$ cat config.mk
export PLATFORM = sky130hd
export DESIGN_NAME = instr_sequencer
export DESIGN_NICKNAME = d
export VERILOG_FILES = /design/src/rtl/instr_sequencer_pkg.sv /design/src/rtl/instr_sequencer_exec.sv /design/src/rtl/instr_sequencer.sv
export SDC_FILE = /design/constraint.sdc
export NUM_CORES = 1
export LEC_CHECK = 0
export ABC_CLOCK_PERIOD_IN_PS = 3300
export BUFFER_PORTS_ARGS = -buffer_cell sky130_fd_sc_hd__buf_2
export CAP_MARGIN = 25
export CORE_MARGIN = 2
export CORE_UTILIZATION = 24
export DETAILED_ROUTE_END_ITERATION = 10
export GPL_TIMING_DRIVEN = 1
export HOLD_SLACK_MARGIN = 0.12
export PLACE_DENSITY = 0.51
export SLEW_MARGIN = 20
export SYNTH_ARGS = -nofsm -noshare
export SYNTH_HDL_FRONTEND = slang
export SYNTH_SLANG_ARGS = --single-unit
$ cat constraint.sdc
create_clock -name clk -period 3.3 [get_ports clk]
set_input_delay 0.66 -clock clk [delete_from_list [all_inputs] [get_ports clk]]
set_output_delay 0.66 -clock clk [all_outputs]
set_load 0.05 [all_outputs]
$ cat src/rtl/instr_sequencer_pkg.sv
// instr_sequencer_pkg: state encoding, instruction field positions and opcode constants
package instr_sequencer_pkg;
  typedef enum logic [2:0] {
    ST_IDLE   = 3'd0,
    ST_DECODE = 3'd1,
    ST_READ_A = 3'd2,
    ST_READ_B = 3'd3,
    ST_EXEC   = 3'd4,
    ST_WB     = 3'd5
  } state_t;
  localparam int OP_MSB  = 31;
  localparam int OP_LSB  = 27;
  localparam int RD_MSB  = 26;
  localparam int RS1_MSB = 21;
  localparam int RS2_MSB = 16;
  localparam logic [4:0] OPC_NOP = 5'd0;
endpackage

$ cat src/rtl/instr_sequencer_exec.sv
// exec_timer: counts EXEC cycles from 1 and flags when EXEC_TIMEOUT is reached
module exec_timer #(
  parameter int EXEC_TIMEOUT = 15,
  parameter int CW = $clog2(EXEC_TIMEOUT + 1)
) (
  input  logic          clk,
  input  logic          rst,
  input  logic          clear,
  input  logic          enable,
  output logic [CW-1:0] count,
  output logic          expired
);
  assign expired = count == CW'(EXEC_TIMEOUT);
  always_ff @(posedge clk) begin
    if (rst) count <= '0;
    else count <= clear ? CW'(1) : (enable && !expired) ? count + CW'(1) : count;
  end
endmodule

$ cat src/rtl/instr_sequencer.sv
// instr_sequencer: multi-cycle DECODE/READ_A/READ_B/EXEC/WB control stage driving decoder and bus enables
module instr_sequencer
  import instr_sequencer_pkg::*;
#(
  parameter int DW = 32,
  parameter int OPW = 5,
  parameter int EXEC_TIMEOUT = 15
) (
  input  logic           clk,
  input  logic           rst,
  input  logic           instr_valid,
  output logic           instr_ready,
  input  logic [DW-1:0]  instr,
  input  logic           exec_done,
  output logic [OPW-1:0] opcode,
  output logic           dec_enable,
  output logic [4:0]     rd_addr,
  output logic [4:0]     rs1_addr,
  output logic [4:0]     rs2_addr,
  output logic           oe_a,
  output logic           oe_b,
  output logic           oe_res,
  output logic           wb_en,
  output logic           busy,
  output logic           err_timeout
);
  state_t state, state_n;
  logic accept, expired;
  assign instr_ready = state == ST_IDLE && !rst;
  assign accept      = instr_valid && instr_ready;
  assign dec_enable  = state == ST_DECODE || state == ST_EXEC;
  assign oe_a        = state == ST_READ_A;
  assign oe_b        = state == ST_READ_B;
  assign oe_res      = state == ST_WB;
  assign wb_en       = state == ST_WB;
  assign busy        = state != ST_IDLE;
  exec_timer #(.EXEC_TIMEOUT(EXEC_TIMEOUT)) u_timer (
    .clk     (clk),
    .rst     (rst),
    .clear   (state == ST_READ_B),
    .enable  (state == ST_EXEC),
    .count   (),
    .expired (expired)
  );
  always_comb begin
    state_n = state;
    case (state)
      ST_IDLE:   state_n = accept ? ST_DECODE : ST_IDLE;
      ST_DECODE: state_n = opcode == OPW'(OPC_NOP) ? ST_IDLE : ST_READ_A;
      ST_READ_A: state_n = ST_READ_B;
      ST_READ_B: state_n = ST_EXEC;
      ST_EXEC:   state_n = exec_done ? ST_WB : expired ? ST_IDLE : ST_EXEC;
      default:   state_n = ST_IDLE;
    endcase
  end
  always_ff @(posedge clk) begin
    if (rst) begin
      state       <= ST_IDLE;
      opcode      <= '0;
      rd_addr     <= '0;
      rs1_addr    <= '0;
      rs2_addr    <= '0;
      err_timeout <= 1'b0;
    end else begin
      state <= state_n;
      if (accept) begin
        opcode   <= instr[OP_MSB:OP_LSB];
        rd_addr  <= instr[RD_MSB-:5];
        rs1_addr <= instr[RS1_MSB-:5];
        rs2_addr <= instr[RS2_MSB-:5];
      end
      err_timeout <= accept ? 1'b0 : (state == ST_EXEC && !exec_done && expired) ? 1'b1 : err_timeout;
    end
  end
endmodule

==> summary.txt, run 1 <==
Run status
  – Status: complete, no violations

Worst setup path
  – WS Path Type: in2out
  – Critical path's slowest cell: buf_2
  – Setup crit start: rst
  – RR Startpoint: state[1]
  – Crit path capture type: output pin
  – Most numerous cell on the critical path: buf_2
  – Worst-path fanout max: 30
  – CP cell instances: buf_2, nor4_4, buf_2
  – CP Data Arrival Time: 1.55 ns
  – Critical Path RT: 2.64 ns
  – Crit-path max cell delay: 0.32 ns
  – Startpoint types: input pin

Layout
  – Area grow syn2layout: 24.3%
  – Most common cell after layout, fill and taps aside: buf_2
  – Layout cells sized above 1: 0.488
  – Final Non-Filler Cells: 236
  – Ant diodes: 0
  – Fin area: 1670 um^2
  – Fin nets: 202
  – Final core occ: 0.306
  – Highest-count cells in the layout ignoring fill and taps: 51 x buf_2, 28 x dfxtp_1, 21 x nor2b_1

Logic synthesis
  – Register area share after synthesis: 0.416
  – Top post-synthesis cells by area: dfxtp_1 42%, mux2_4 22%, nor2b_1 9.8%
  – Unique cell type count in the Yosys netlist: 35
  – Yosys top cell area share: 0.416
  – Area leader, netlist: dfxtp_1
  – Synth Net Count: 155
  – Yosys reg bits: 28
  – Syn Inst Count: 118
  – Mean cell area of the mapped netlist: 11.4 um^2
  – Synth warn: 0
  – Syn Std Cell Area: 1350 um^2

Placement
  – Placed Area: 1620 um^2
  – Placed Cells: 232
  – DP Worst Slack: 0.954 ns
  – GPL Wtd Cong: 0.721
  – Post-detail-place hpwl: 1890 um
  – Port buffer count: 51

Drt
  – DR WL/cell: 11.4 um
  – Post-route ant nets: 0
  – Vias after detailed routing: 994
  – DRT iter0 DRCs: 19
  – WL final: 2700 um
  – DR vias/cell: 4.21
  – First-pass detailed-route iteration total: 4
  – Residual DRC count: 0

STA
  – Final Hold Fails: 0
  – # setup viols final: 0
  – Setup TNS: 0 ns
  – Period utilization: 0.669
  – Hold Slack: 0.513 ns
  – Headroom to the max-slew limit: 0.515
  – Worst slew pin tran: 0.725 ns
  – Max Freq: 453 MHz
  – Max Slew Vio Count: 0
  – Final min period: 2.21 ns
  – Unrepaired setup endpoints after global routing: no
  – Setup ws final: 1.09 ns
  – Worst-case clock skew: 0.00267 ns

Worst hold path
  – Hold_sp: u_timer.count[1]
  – Min-delay worst type: reg2reg

Clocking
  – CTS buffer count: 3
  – Clk buf depth: 2
  – Worst-path clk slew: 0.10 ns
  – CTS tree: yes
  – Clock Sink Count: 28
  – Root buf cell: clkbuf_8
  – # Post-CTS Setup Buffers: 0
  – CTS Hold Bufs: 0
  – Clock Latency Late Sink: 0.27 ns
  – CTS-repair resized insts: 0
  – H-tree levels: 1

Floorplanning
  – Cell Rows: 27
  – # IOs: 64
  – DIE AREA: 6220 um^2
  – Initial Util: 0.246
  – Die Wd: 78.9 um
  – Die Ht: 78.9 um
  – Placeable Area: 5470 um^2

Power
  – Worst IR Drop VDD: 0.180 mV
  – Pwr Total: 0.835 mW
  – PwrDens: 499 nW/um^2
  – Lkg Pwr: 0.822 nW

Global routing
  – Overall routing resource usage: 0.0878
  – First-pass GRT wire length: 4310 um
  – Largest net degree at the start of global routing: 31
  – Antenna violations before repair: 0
  – Congestion Overflow GR: 0
  – Number of global-route vias before repair: 929

Flow run
  – Total of max-cap violations: 0
[power breakdown]
part | switching [mW] | total (mW) | internal [mW] | leakage (nW)
Sequential | 0.0190 | 0.383 | 0.364 | 0.230
Combinational | 0.152 | 0.237 | 0.0852 | 0.563
Clock | 0.108 | 0.215 | 0.107 | 0.0288
[logic make-up after synthesis]
logic type | synth area share
and+or+nand+nor | 0.218
xor gates and xnor gates | 0.00651
adders and majority gates | 0.00929
buffers and inverters | 0.0595
AOI/OAI and AO/OA | 0.0586
DFF | 0.416
muxes | 0.231
[state kept, by name, summed over array words and instances, names as in the netlist]
register / cells
err_timeout: 1
rd_addr: 5
u_timer.count: 4
rs1_addr: 5
opcode: 5
rs2_addr: 5
state: 3
[synth_stat cells (all sizes together)]
master   n
a211oi   4
a21oi    2
a311oi   1
a31oi    1
and2     1
and3     1
and4b    1
buf      7
clkbuf   2
dfxtp   28
ha       1
inv      2
mux2    21
nand2    2
nand2b   1
nand3    3
nand3b   1
nor2     3
nor2b   21
nor3     3
nor3b    2
nor4     2
o21ai    3
o22a     1
or3      1
or3b     1
or4      1
xnor2    1
[final timing paths]
kind,endpoint,slack (ns),cells past startpoint
max,instr_ready,1.09,3
max reg2reg,rs1_addr[2],1.46,3
min reg2reg,u_timer.count[1],0.51,2
min,u_timer.count[1],0.51,2
[routing by layer]
metal,vias to the layer above,share of wire,GRT usage
met4,0,0.014,0.0362
met5,-,0,0
met2,27,0.45,0.134
li1,503,-,-
met1,460,0.50,0.121
met3,4,0.040,0.0170
[worst max-delay path: cells and delay by family]
| kind | cells | cell delay, ns |
|---|---|---|
| buffers and inverters | 2 | 0.62 |
| and+or+nand+nor | 1 | 0.27 |
[area by class of cell]
class | count | area, um^2
Fill cell | 605 | 3800
Inverter | 2 | 7.51
Timing Repair Buffer | 51 | 255
Multi-Input combinational cell | 79 | 706
Clock buffer | 4 | 55.1
Sequential cell | 28 | 561
Tap cell | 72 | 90.1
Note: power is estimated with default switching activity, not from simulation.
==> inputs of run 2 (changes only) <==
ABC_CLOCK_PERIOD_IN_PS = 1920   (was 3300)
PLACE_DENSITY = 0.53   (was 0.51)
clock period = 1.92 ns   (was 3.3 ns; I/O delays follow)
==> run 2 against run 1 <==
Against the previous run:
- first-iteration DRC count up 11%
- sequential power up 73%
- die area unchanged
- wire length up 1.3%
- sequential share of layout area down 0.20 points
- global-route usage up 0.68 points
==> summary.txt, run 2 (synthesis results as in run 1) <==
Placement
  – DP Worst Slack: 0.297 ns
  – Post-detail-place hpwl: 1970 um
  – Port buffer count: 51
  – GPL Wtd Cong: 0.744

Floorplanning
  – DIE AREA: 6220 um^2
  – Cell Rows: 27
  – # IOs: 64
  – Initial Util: 0.246
  – Placeable Area: 5470 um^2
  – Die Ht: 78.9 um
  – Die Wd: 78.9 um

STA
  – Setup TNS: 0 ns
  – Max Freq: 559 MHz
  – Worst-case clock skew: 0.00351 ns
  – Worst slew pin tran: 0.374 ns
  – Final min period: 1.79 ns
  – Period utilization: 0.931
  – Unrepaired setup endpoints after global routing: no
  – Final Hold Fails: 0
  – Max Slew Vio Count: 0
  – Setup ws final: 0.132 ns
  – # setup viols final: 0
  – Headroom to the max-slew limit: 0.750

Worst setup path
  – Critical Path RT: 1.54 ns
  – Reg-to-Reg End: u_timer.count[3]
  – WS Path Type: reg2out
  – Worst Setup EP: oe_b
  – Worst-path fanout max: 11
  – CP bufs+invs: 2
  – Setup crit start: state[2]
  – Reg2Reg Setup Slack: 0.31 ns
  – R2R depth: 3
  – CP cell instances: nand3b_1, inv_1, buf_2
  – Levels on crit path: 3
  – Crit path capture type: output pin
  – RR Startpoint: state[2]
  – Critical path's slowest cell: dfxtp_1
  – Startpoint types: flip-flop
  – Cell family with most CP delay: buffers and inverters
  – CP Data Arrival Time: 1.40 ns
  – Crit-path max cell delay: 0.43 ns

Global routing
  – Largest net degree at the start of global routing: 30
  – GR Util met3: 0.0216
  – Congestion Overflow GR: 0
  – Overall routing resource usage: 0.0945
  – Antenna violations before repair: 0
  – M1 GR Usage: 0.120
  – First-pass GRT wire length: 4710 um
  – Gr busiest metal: met2
  – Global routing usage on met2: 0.159
  – Number of global-route vias before repair: 981

Flow run
  – Total of max-cap violations: 0

Drt
  – DR vias/cell: 4.12
  – Post-route ant nets: 0
  – DR WL/cell: 11.5 um
  – WL final: 2740 um
  – Vias after detailed routing: 981
  – Residual DRC count: 0
  – DRT iter0 DRCs: 21
  – First-pass detailed-route iteration total: 4

Layout
  – Area grow syn2layout: 25.7%
  – Fin nets: 204
  – Highest-count cells in the layout ignoring fill and taps: 51 x buf_2, 26 x dfxtp_1, 21 x nor2b_1
  – Layout cells sized above 1: 0.506
  – Most common cell after layout, fill and taps aside: buf_2
  – FILL cells: 581
  – Ant diodes: 0

Clocking
  – Worst-path clk slew: 0.10 ns
  – Root buf cell: clkbuf_8
  – CTS buffer count: 3
  – H-tree levels: 1
  – Clk buf depth: 2
  – Clock Sink Count: 28
  – Clock Latency Late Sink: 0.27 ns
  – # Post-CTS Setup Buffers: 0
  – CTS tree: yes

Run status
  – Status: complete, no violations

Power
  – PwrDens: 850 nW/um^2
  – Worst IR Drop VDD: 0.390 mV
  – Lkg Pwr: 0.832 nW

Worst hold path
  – Min-delay worst type: in2reg
[run 2: changes by cell type in the layout (fill, tap and decap cells not counted), sizes merged]
cell,before,now
buf,51,53
[run 2: worst min path at each step]
stage | depth (start not counted) | end | slack, ns | start
floorplan | 2 | u_timer.count[1] | 0.48 | u_timer.count[1]
global placement | 2 | u_timer.count[1] | 0.50 | u_timer.count[1]
detailed placement | 2 | u_timer.count[1] | 0.51 | u_timer.count[1]
CTS | 2 | err_timeout | 0.32 | instr_valid
global route | 2 | err_timeout | 0.31 | instr_valid
finish | 2 | err_timeout | 0.33 | instr_valid
[run 2: metal layers]
layer | wire length [um] | vias to the layer above
met2 | 1320 | 27
met1 | 1270 | 445
met3 | 121 | 2
li1 | - | 507
met4 | 31 | 0
met5 | 0 | -
[run 2: stage by stage]
step	hold slack [ns]	total power, mW	utilization	instance area [um^2]	std cells
2_1_floorplan	0.479	1.00	-	1350	118
3_3_place_gp	0.501	1.09	0.299	1630	234
3_5_place_dp	0.514	1.09	0.299	1630	234
4_1_cts	0.316	1.47	0.309	1690	238
5_1_grt	0.307	1.52	0.309	1690	238
6_report	0.326	1.44	0.309	1690	238
[run 2: final cells by class]
cell class	count	area [um^2]	share of cell area
Inverter	2	7.51	0.00444
Multi-Input combinational cell	79	706	0.417
Tap cell	72	90.1	0.0533
Clock buffer	4	55.1	0.0325
Sequential cell	28	563	0.333
Timing Repair Buffer	53	270	0.160
[run 2: what timing repair did]
| action | in CTS | in global routing |
|---|---|---|
| resized for setup | 0 | 2 |
| endpoints found under the setup margin | 0 | 4 |
| hold buffers | 0 | 0 |
[run 2: power by group]
part,internal (mW),switching [mW],leakage [nW],total (mW)
registers,0.627,0.0338,0.230,0.661
clock network,0.184,0.185,0.0288,0.368
logic,0.148,0.261,0.573,0.409
==> inputs of run 3 (changes only) <==
CORE_UTILIZATION = 40   (was 24)
CTS_CLUSTER_DIAMETER = 150   (was default)
PLACE_DENSITY = 0.78   (was 0.53)
SYNTH_HIERARCHICAL = 1   (was default)
==> run 3 against run 2 <==
Against the previous run:
- total power up 1.1%
- wire length down 3.3%
- area after synthesis down 1.7%
- largest cell class unchanged
- clock power up 5%
- critical path depth down 1
- highest routed layer unchanged
- clock skew up 0.0020 ns
- first-iteration DRC count up 57%
- global-route usage up 5.1 points
- final area down 2.0%
==> summary.txt, run 3 <==
Drt
  – Vias after detailed routing: 1003
  – DR vias/cell: 4.73
  – DR WL/cell: 12.5 um
  – First-pass detailed-route iteration total: 4
  – Residual DRC count: 0
  – WL final: 2650 um
  – DRT iter0 DRCs: 33
  – Post-route ant nets: 0

Clocking
  – Clk buf depth: 2
  – Clock Sink Count: 28
  – CTS buffer count: 3
  – H-tree levels: 1
  – # Post-CTS Setup Buffers: 0
  – Worst-path clk slew: 0.16 ns
  – Root buf cell: clkbuf_4
  – Clock Latency Late Sink: 0.32 ns
  – CTS tree: yes

Worst setup path
  – Cell family with most CP delay: flip-flops
  – Startpoint types: flip-flop
  – CP bufs+invs: 1
  – Crit path capture type: output pin
  – CP Data Arrival Time: 1.44 ns
  – Critical Path RT: 1.54 ns
  – Critical path's slowest cell: dfxtp_1
  – Worst-path fanout max: 10
  – Crit-path max cell delay: 0.45 ns
  – WS Path Type: reg2out
  – CP cell instances: nor4_4, buf_4

STA
  – Setup TNS: 0 ns
  – Worst slew pin tran: 0.385 ns
  – Headroom to the max-slew limit: 0.743
  – Period utilization: 0.949
  – Setup ws final: 0.0985 ns
  – # setup viols final: 0
  – Final min period: 1.82 ns
  – Worst-case clock skew: 0.00548 ns
  – Final Hold Fails: 0
  – Max Freq: 549 MHz
  – Unrepaired setup endpoints after global routing: no
  – Max Slew Vio Count: 0

Layout
  – Layout cells sized above 1: 0.506
  – Final core occ: 0.534
  – Fin nets: 206
  – Highest-count cells in the layout ignoring fill and taps: 50 x buf_2, 26 x dfxtp_1, 21 x nor2b_1
  – Ant diodes: 0
  – Most common cell after layout, fill and taps aside: buf_2
  – Area grow syn2layout: 25.2%
  – FILL cells: 316

Floorplanning
  – DIE AREA: 3790 um^2
  – Initial Util: 0.427
  – Placeable Area: 3100 um^2
  – Die Ht: 61.5 um
  – # IOs: 64
  – Cell Rows: 20
  – Die Wd: 61.5 um

Power
  – Sequential Power Share: 0.454
  – Lkg Pwr: 0.832 nW
  – Pwr Total: 1.45 mW
  – Switching share of power: 0.321
  – Reported net switching power: 0.467 mW
  – Pint: 0.988 mW
  – PwrDens: 877 nW/um^2
  – Clk network pwr share: 0.265
  – Gate power share: 0.281
  – Worst IR Drop VDD: 0.441 mV

Logic synthesis
  – Synth async-reset ratio: 0
  – Area leader, netlist: dfxtp_1
  – Syn Std Cell Area: 1320 um^2
  – Syn Inst Count: 119
  – Synth warn: 6
  – Synth Net Count: 156
  – Unique cell type count in the Yosys netlist: 33
  – Number of synthesized flops with an enable pin: 0
  – Yosys top cell area share: 0.423
  – Yosys reg bits: 28
  – Top post-synthesis cells by area: dfxtp_1 42%, mux2_4 23%, nor2b_1 9.9%
  – Register area share after synthesis: 0.423
  – Most frequent cell after synthesis: dfxtp_1
  – Mean cell area of the mapped netlist: 11.1 um^2
  – Commonest cells post-synth: 28 x dfxtp_1, 21 x nor2b_1, 20 x mux2_4
  – Synth Flop Type: dfxtp_1

Global routing
  – First-pass GRT wire length: 4080 um
  – Overall routing resource usage: 0.145
  – Largest net degree at the start of global routing: 28
  – Antenna violations before repair: 0
  – Number of global-route vias before repair: 929
  – Congestion Overflow GR: 0

Placement
  – Port buffer count: 51
  – GPL Wtd Cong: 0.761
  – DP Worst Slack: 0.324 ns
  – Post-detail-place hpwl: 1950 um

Flow run
  – Total of max-cap violations: 0

Worst hold path
  – Min-delay worst type: in2reg

Run status
  – Status: complete, no violations
-- run 3: changes by cell type after synthesis, moves of 2 or more --
cell      change
nand3_1       -3
nor2_1        +2
or3_1         +2
a211oi_1      -2
nor3_1        -2
nand2_1       +2
-- run 3: cell type report --
type / count / area (um^2) / share of cell area
inverters: 3 / 11.3 / 0.00679
well taps: 44 / 55.1 / 0.0332
multi-input cells: 79 / 696 / 0.420
repair buffers: 54 / 280 / 0.169
clock buffers: 3 / 22.5 / 0.0136
clock inverters: 1 / 30.0 / 0.0181
flip-flops and latches: 28 / 563 / 0.340
-- run 3: worst register-to-register path: cells and delay by family, from the launching register on --
| family | cells | cell delay, ns |
|---|---|---|
| simple gates | 3 | 0.69 |
| flops | 1 | 0.59 |
| buf+inv | 1 | 0.17 |
| compound gates | 1 | 0.14 |
-- run 3: metrics by stage --
stage	instances	hold WS, ns	instance area, um^2
floorplan	119	0.453	1330
global placement	208	0.477	1600
detailed placement	208	0.510	1600
CTS	212	0.257	1650
global route	212	0.239	1660
finish	212	0.267	1660
-- run 3: path summary, 6_finish.rpt --
kind / slack [ns] / to / cells after the start / startpoint
setup / recovery: 0.1 / instr_ready / 2 / state[2]
hold / removal: 0.27 / rd_addr[3] / 2 / instr[25]
setup reg to reg: 0.27 / u_timer/count[3] / 5 / state[2]
hold reg to reg: 0.54 / u_timer/count[1] / 2 / u_timer/count[1]
-- run 3: kinds of logic (layout without fill, tap and decap cells) --
| logic type | count (synthesis) | after routing | share of synthesized area |
|---|---|---|---|
| XOR/XNOR | 1 | 1 | 0.00662 |
| flip-flops | 28 | 28 | 0.423 |
| multiplexers | 20 | 20 | 0.227 |
| adder cells (fa/ha/maj) | 1 | 1 | 0.00945 |
| buffers and inverters | 12 | 61 | 0.0567 |
| AO/OA/AOI/OAI | 16 | 16 | 0.0841 |
| AND/OR/NAND/NOR | 41 | 41 | 0.193 |
-- run 3: what timing repair did --
| item | 4_1_cts | 5_1_grt |
|---|---|---|
| setup endpoints to repair | 1 | 2 |
| resized for setup | 2 | 3 |
| hold buffers | 0 | 0 |
| endpoints found under the hold margin | 0 | 0 |
-- run 3: power by group through the flow --
stage	logic, mW	clock network [mW]	registers (mW)
final	0.408	0.386	0.660
after global routing	0.428	0.418	0.667
after CTS	0.410	0.396	0.660
after detailed placement	0.410	0	0.670
after global placement	0.401	0	0.668
after floorplan	0.193	0	0.797
-- run 3: metal layers --
layer / GRT usage / part of all wire / wire (um) / vias up
met1: 0.185 / 0.44 / 1160 / 462
met5: 0 / 0 / 0 / -
li1: - / - / - / 505
met4: 0.0638 / 0.0049 / 13 / 0
met3: 0.0294 / 0.062 / 164 / 2
met2: 0.238 / 0.49 / 1310 / 34
